==> src/rtl/aud_pcm_mixer.sv <==
// aud_pcm_mixer: per-channel PCM sample FIFOs, a tick-paced saturating mixer
// and a first-order delta-sigma PWM output.
module aud_pcm_mixer #(
    parameter int NCH   = 4,
    parameter int DEPTH = 16,
    parameter int W     = 16
) (
    input  logic                                 clock,
    input  logic                                 reset,
    input  logic                                 smpValid,
    input  logic [$clog2(NCH > 1 ? NCH : 2)-1:0] smpChan,
    input  logic [W-1:0]                         smpData,
    output logic                                 smpReady,
    input  logic                                 cfgEnable,
    input  logic [NCH-1:0]                       cfgChEna,
    input  logic [15:0]                          cfgRateDiv,
    input  logic                                 underrunClr,
    output logic                                 sampTick,
    output logic [W-1:0]                         mixOut,
    output logic                                 pwmOut,
    output logic                                 pwmEna,
    output logic [NCH-1:0]                       underrun
);
    localparam int CW = $clog2(NCH > 1 ? NCH : 2);
    localparam int AW = $clog2(DEPTH);
    localparam int SW = W + $clog2(NCH);
    localparam logic signed [SW-1:0] mixMax = {{(SW-W+1){1'b0}}, {(W-1){1'b1}}};
    localparam logic signed [SW-1:0] mixMin = ~mixMax;

    logic [15:0] div;
    logic tickD, carry;
    logic [NCH-1:0] full;
    logic signed [W-1:0] hold [NCH];
    logic signed [SW-1:0] sum;
    logic [W-1:0] mixNext, acc, accNext;

    assign sampTick = cfgEnable && div == 16'd0 && !reset;

    always_comb begin
        smpReady = 1'b0;
        for (int k = 0; k < NCH; k++) if (smpChan == CW'(k)) smpReady = !full[k];
    end

    for (genvar i = 0; i < NCH; i++) begin : gCh
        logic [W-1:0] mem [DEPTH];
        logic [AW-1:0] wrPtr, rdPtr;
        logic [AW:0] level;
        logic push, pop, urFlag;
        logic signed [W-1:0] holdReg;
        assign full[i] = level == (AW+1)'(DEPTH);
        assign push = smpValid && smpChan == CW'(i) && !full[i];
        assign pop = sampTick && cfgChEna[i] && level != '0;
        assign hold[i] = holdReg;
        assign underrun[i] = urFlag;
        always_ff @(posedge clock) if (push) mem[wrPtr] <= smpData;
        always_ff @(posedge clock or posedge reset) begin
            if (reset) begin
                wrPtr <= '0;
                rdPtr <= '0;
                level <= '0;
                holdReg <= '0;
                urFlag <= 1'b0;
            end else begin
                wrPtr <= wrPtr + AW'(push);
                rdPtr <= rdPtr + AW'(pop);
                level <= level + (AW+1)'(push) - (AW+1)'(pop);
                if (sampTick) holdReg <= pop ? mem[rdPtr] : '0;
                // a same-cycle push into an empty FIFO is not visible to the tick, so it still underruns
                if (sampTick && cfgChEna[i] && !pop) urFlag <= 1'b1;
                else if (underrunClr) urFlag <= 1'b0;
            end
        end
    end

    always_comb begin
        sum = '0;
        for (int k = 0; k < NCH; k++) sum = sum + SW'(hold[k]);
        mixNext = sum > mixMax ? mixMax[W-1:0] : sum < mixMin ? mixMin[W-1:0] : sum[W-1:0];
    end

    // offset-binary accumulate: the carry density tracks (mixOut + 2^(W-1)) / 2^W
    assign {carry, accNext} = {1'b0, acc} + {1'b0, ~mixOut[W-1], mixOut[W-2:0]};

    always_ff @(posedge clock or posedge reset) begin
        if (reset) begin
            div <= '0;
            tickD <= 1'b0;
            mixOut <= '0;
            acc <= '0;
            pwmOut <= 1'b0;
            pwmEna <= 1'b0;
        end else begin
            div <= !cfgEnable ? 16'd0 : div == 16'd0 ? cfgRateDiv : div - 16'd1;
            tickD <= sampTick;
            if (tickD) mixOut <= mixNext;
            if (cfgEnable) acc <= accNext;
            pwmOut <= cfgEnable && carry;
            pwmEna <= cfgEnable;
        end
    end
endmodule

==> config.mk <==
export PLATFORM = sky130hd
export DESIGN_NAME = aud_pcm_mixer
export DESIGN_NICKNAME = d
export VERILOG_FILES = /design/src/rtl/aud_pcm_mixer.sv
export SDC_FILE = /design/constraint.sdc
export NUM_CORES = 1
export LEC_CHECK = 0
export BUFFER_PORTS_ARGS = -buffer_cell sky130_fd_sc_hd__buf_2
export CAP_MARGIN = 40
export CELL_PAD_IN_SITES_DETAIL_PLACEMENT = 0
export CELL_PAD_IN_SITES_GLOBAL_PLACEMENT = 1
export CORE_MARGIN = 8
export CORE_UTILIZATION = 25
export CTS_BUF_LIST = sky130_fd_sc_hd__clkbuf_4
export DETAILED_ROUTE_END_ITERATION = 10
export MAX_ROUTING_LAYER = met4
export PLACE_DENSITY_LB_ADDON = 0.2
export SYNTH_ARGS = -nofsm -noshare
export SYNTH_HDL_FRONTEND = slang
export SYNTH_SLANG_ARGS = --single-unit
==> constraint.sdc <==
create_clock -name clock -period 14.1 [get_ports clock]
set_input_delay 1.41 -clock clock [delete_from_list [all_inputs] [get_ports clock]]
set_output_delay 1.41 -clock clock [all_outputs]
set_load 0.02 [all_outputs]
* Yosys cells after proc, flatten, opt, wreduce, memory -nomap -nowiden *
Memory sizes are Yosys's and may differ from the RTL's.
Cells that the tools add are included.

storage, ports and cells
  word-level logic and storage cells = 128
  memory bits (writable) = 1024
  bits in latches = 0
  memories kept = 4
  ROM bits = 0
  bits in registers = 171
  input port bits = 43

operators by class
  equality and inequality tests = 7
  div/mod/pow operators = 0
  mux-type cells = 25
  bitwise gates (word level) = 1
  reductions and logical operators = 42
  order comparisons = 2
  shifts and indexed selects = 0
  multiply operators = 0
  add/subtract/negate cells = 21

memories
  memory      words  width  read ports  clocked after Yosys merged registers in  write ports  RTL line  source
  gCh[0].mem  16     16     1           0                                        1            45        logic [W-1:0] mem [DEPTH];
  gCh[1].mem  16     16     1           0                                        1            45
  gCh[2].mem  16     16     1           0                                        1            45
  gCh[3].mem  16     16     1           0                                        1            45

operator list
  kind                     number
  $mux W16                 8
  $add A16 B16 Y17         2
  $add A4 B1 Y4            8
  $logic_and A1 B1 Y1      23
  $add A5 B1 Y5            4
  $eq A5 B5 Y1 const B     4
  $reduce_bool A5 Y1       4
  $sub A5 B1 Y5            4
  $add A17 B16 Y18         1
  $add A18 B16 Y18         1
  $gt A18 B16 Y1 const B   1
  $lt A18 B16 Y1 const B   1
  $mux W1                  17
  $logic_not A16 Y1        1
  $sub A16 B1 Y16 const B  1
  $logic_not A1 Y1         9
  $reduce_bool A2 Y1       4
  $eq A2 B2 Y1 const B     2
  $eq A2 B1 Y1 const B     1
  $logic_not A2 Y1         1
  $not A1 Y1               1

* Longest topological paths before layout *
  depth in word-level cells = 8
  depth in mapped cells = 24

* Worst setup path before layout *
No wires, ideal clock.

  path kind = reg2reg
  from = register gCh[0].holdReg[1]
  to = register mixOut[10]
  required time = 14.001 ns
  slack = 9.778 ns
  buffers on the path = 1
  library setup time = 0.099 ns
  period minus slack after synthesis = 4.322 ns
  arrival time = 4.223 ns
  stages on the path, launching flop included = 16
  cell sequence = dfrtp_1 > inv_1 > fa_1 > inv_1 > fa_1 > ha_1 > inv_1 > fa_1 > nor2b_1 > o2111ai_1 > a211oi_1 > a2111oi_0 > a311oi_1 > a2111oi_0 > clkbuf_1 > a311oi_1

between the ends
  word-level cells in the longest chain between the ends = 6
  elaborated cells between the ends (all ways) = 7

RTL lines
  what                    RTL line  source
  start, declared         49        logic signed [W-1:0] holdReg;
  start signal, assigned  67        if (sampTick) holdReg <= pop ? mem[rdPtr] : '0;
  $add A16 B16 Y17 *      77        for (int k = 0; k < NCH; k++) sum = sum + SW'(hold[k]);
  $add A17 B16 Y18 *      77
  $add A18 B16 Y18 *      77
  $lt A18 B16 Y1          78        mixNext = sum > mixMax ? mixMax[W-1:0] : sum < mixMin ? mixMin[W-1:0] : sum[W-1:0];
  $mux W16                78
  $mux W16 *              78
  end signal, assigned    95        if (tickD) mixOut <= mixNext;
  end, declared           19        output logic [W-1:0] mixOut,

Mark *: on every way between the ends. The rest lies on a longest branch, timed or not.
A chain may end at the register's enable or synchronous reset.

* Worst setup path after layout *
  from = register div[2]
  to = output sampTick

between the ends
  word-level cells in the longest chain between the ends = 3

RTL lines
  what                              RTL line  source
  start, declared                   30        logic [15:0] div;
  start signal, assigned            93        div <= !cfgEnable ? 16'd0 : div == 16'd0 ? cfgRateDiv : div - 16'd1;
  $logic_not A16 Y1                 37        assign sampTick = cfgEnable && div == 16'd0 && !reset;
  $logic_and A1 B1 Y1 (2 in a row)  37
  end, declared                     18        output logic sampTick,

Every way passes these cells.

==> results.json <==
{
  "rsz0062_at_grt": "no",
  "holdCritStartpoint": "cfgChEna[0]",
  "r2r_end": "gCh[0].level[4]$_DFF_PP0_",
  "syn-cell-area_um2": 49080,
  "synth_async_sr_flop_share": 0.1431,
  "power.share.clock": 0.273,
  "io_pins": 67,
  "syn-num-nets": 3006,
  "placed_cells": 5524,
  "worstHoldPathType": "input port to register",
  "holdPathStages": 3,
  "cap_violations": 0,
  "skew_ns": 0.1252,
  "portBuffers": 66,
  "swShare": 0.3475,
  "crit_family": "simple AND/OR/NAND/NOR gates",
  "holdWs_ns": 0.4550,
  "ir_drop_v": 0.0001256,
  "cts_hold_buf": 1,
  "r2r_start": "div[2]$_DFF_PP0_",
  "drc": 0,
  "wl_per_cell_um": 21.60,
  "setup_viol": 0,
  "fin_tns_setup_ns": 0,
  "wl_mm": 132.4,
  "yosys.area.top_type_share": 0.6265,
  "drt-initial-drc-count": 1685,
  "rrSetupSlack_ns": 8.16,
  "path_max_fanout": 39,
  "dieArea_um2": 210800,
  "path_clk_slew_ns": 0.06,
  "htree_levels": 5,
  "cts_resized": 0,
  "met2WireLength_mm": 60.40,
  "cp.depth": 8,
  "p_leak_nw": 19.78,
  "tightestPinTransition_ns": 0.9053,
  "drive_gt1_frac": 0.2741,
  "wl_met1_mm": 62.94,
  "start_util": 0.2517,
  "die_w_um": 459.1,
  "ys_seq_area_frac": 0.7137,
  "grt.total_usage": 0.1271,
  "cts_buffers": 345,
  "cp_num_buf_inv": 3,
  "pre_cts_ws_ns": 7.812,
  "ys_ff_latch": 1195,
  "slew-limit-headroom": 0.3965,
  "combPwrFrac": 0.346,
  "slowest_delay_ns": 0.78,
  "min_to": "gCh[0].urFlag$_DFFE_PP0P_",
  "synth_commonest_cells": "edfxtp_1, mux2i_1, mux4_2",
  "final_nets": 3404,
  "status": "complete, no violations",
  "cellInternalPower_mw": 7.517,
  "via_per_inst": 4.350,
  "setup_ws_ns": 7.514,
  "max_clock_freq_ghz": 0.1518,
  "highest_layer": "met4",
  "end_kind": "output port",
  "p_total_mw": 11.52,
  "post_cts.repair.setup_buffers": 0,
  "start_kind": "register",
  "clk_latency_ns": 1.27,
  "antenna_found_initial": 14,
  "wl_met3_mm": 6.467,
  "cts_root_buf": "clkbuf_4",
  "crit_path_cell_trace": "or4_4 > nor3_2 > nand2_1 > or4_1 > or3_2 > buf_4 > inv_2 > buf_2",
  "period_share": 0.4671,
  "cts_sinks": 1195,
  "finalMaxSlewViolations": 0,
  "core.rowCount": 162,
  "cpMaxStageDelayCell": "or4_1",
  "drt-pass1-iter-count": 5,
  "cellPowerDensity_nw_per_um2": 199.8,
  "yosys-top-cells-area": "edfxtp_1, dfrtp_1, mux4_2",
  "clock_path_buffers": 4,
  "dp_hpwl_mm": 80.67,
  "globalRoute.totalOverflow": 0,
  "grt_pass1_vias": 27950,
  "critPathKind": "register to output port",
  "grt_max_degree": 93,
  "synth_cells": 2851,
  "routabilityCongestion": 0.7452,
  "vias": 26670,
  "synthFlopType": "edfxtp_1",
  "synth.largest_area_cell": "edfxtp_1",
  "ant_nets": 0,
  "grt_pass1_wl_mm": 193.9,
  "power_switching_mw": 4.003,
  "cts_tree": "done",
  "synth.most_common_cell": "edfxtp_1",
  "worstPathRequired_ns": 12.69,
  "rr_worst_depth": 18,
  "hold_viol": 0,
  "min_period_ns": 6.586,
  "ys_types": 60,
  "synth-edff-count": 1024,
  "arrival_ns": 5.18,
  "fp.dieH_um": 459.1,
  "stdcell_count": 6131,
  "synth_area_per_cell_um2": 17.22,
  "ys.warnings.count": 0,
  "synthToLayoutAreaGrowth_pct": 17.50,
  "core-area_um2": 195000,
  "power.share.sequential": 0.381
}
[cells by family (layout without fill, tap and decap cells)]
family,after synthesis,after routing,share of synthesized area
buffers and inverters,311,951,0.02473
muxes,377,377,0.1235
other,0,16,0
AOI/OAI and AO/OA,390,390,0.05565
adders and majority gates,112,112,0.03436
and+or+nand+nor,403,403,0.03691
DFF,1195,1195,0.7137
xor gates and xnor gates,63,63,0.01124
[worst register-to-register path, stage by stage (launching register included)]
cell	delay [ns]
dfrtp_1	0.41
or4_4	0.57
nor3_2	0.17
nand2_1	0.10
or4_1	0.78
or3_2	0.56
buf_4	0.28
inv_2	0.67
and3_1	0.81
ha_1	0.36
inv_1	0.06
ha_1	0.15
inv_1	0.06
fa_1	0.43
inv_1	0.07
a21oi_1	0.05
nor2_1	0.09
nor2_1	0.06
xnor2_1	0.11
[worst max-delay path by stage]
| stage | start | endpoint | slack, ns |
|---|---|---|---|
| after global routing | div[2]$_DFF_PP0_ | sampTick | 7.03 |
| after floorplan | reset | acc[0]$_DFFE_PP0P_ | 8.06 |
| final | div[2]$_DFF_PP0_ | sampTick | 7.51 |
| after global placement | cfgEnable | gCh[0].level[4]$_DFF_PP0_ | 7.70 |
| after detailed placement | cfgEnable | gCh[0].level[4]$_DFF_PP0_ | 7.81 |
| after CTS | div[2]$_DFF_PP0_ | sampTick | 7.19 |
[metal layers]
metal | GRT usage | vias up
met4 | 0.03705 | 0
met5 | - | -
met2 | 0.1898 | 616
met1 | 0.1743 | 13640
met3 | 0.02787 | 246
li1 | - | 12170
[registers in the layout, summed over array words and instances (netlist names), 4 cells and up]
name	cells
gCh.level	20
gCh.holdReg	64
gCh.rdPtr	16
gCh.mem	1024
acc	16
gCh.urFlag	4
div	16
mixOut	16
gCh.wrPtr	16
[stage by stage]
stage / area (µm²) / utilization
3_3_place_gp: 53050 / 0.2721
4_1_cts: 57630 / 0.2955
2_1_floorplan: 49080 / -
3_5_place_dp: 53410 / 0.2739
5_1_grt: 57650 / 0.2957
6_report: 57670 / 0.2958
[final cells by class]
type                    count  area (µm²)
inverters                 171       649.4
well taps                2624        3283
repair buffers            191        1469
clock buffers             515        3866
multi-input cells        1345       12980
flip-flops and latches   1195       35050
clock inverters            74       342.8
diodes                     16       40.04
fillers                 19590      137300
[power groups by stage]
stage | clock network [mW] | registers, mW | logic [mW]
floorplan | 0 | 4.34 | 2.88
global placement | 0 | 4.47 | 3.98
detailed placement | 0 | 4.47 | 4.05
CTS | 3.29 | 4.40 | 4.07
global route | 3.47 | 4.43 | 4.44
finish | 3.15 | 4.39 | 3.99
[layout by cell type (no fill, tap or decap), types with 5 or more instances in the layout]
| master | count |
|---|---|
| edfxtp_1 | 1024 |
| clkbuf_4 | 515 |
| mux2i_1 | 188 |
| mux4_2 | 182 |
| inv_1 | 169 |
| nor2_1 | 166 |
| dfrtp_1 | 164 |
| buf_4 | 109 |
| nand2_1 | 103 |
| o221ai_1 | 79 |
| ha_1 | 74 |
| buf_2 | 69 |
| o22ai_1 | 67 |
| a21oi_1 | 63 |
| clkinv_1 | 62 |
| o21ai_0 | 56 |
| fa_1 | 38 |
| xnor2_1 | 35 |
| a22o_1 | 32 |
| xor2_1 | 28 |
| a211oi_1 | 22 |
| nand3_1 | 21 |
| a21o_1 | 18 |
| nor3_2 | 18 |
| diode_2 | 16 |
| nand2b_1 | 15 |
| a311oi_1 | 14 |
| nand3b_1 | 13 |
| nor2_2 | 11 |
| or3_1 | 10 |
| nor3_1 | 9 |
| buf_16 | 8 |
| mux2_2 | 7 |
| and3_1 | 7 |
| nor2b_1 | 5 |
| a2111oi_0 | 5 |
| a31oi_1 | 5 |
| o311ai_0 | 5 |
| inv_2 | 5 |
(Power assumes the default switching activity.)
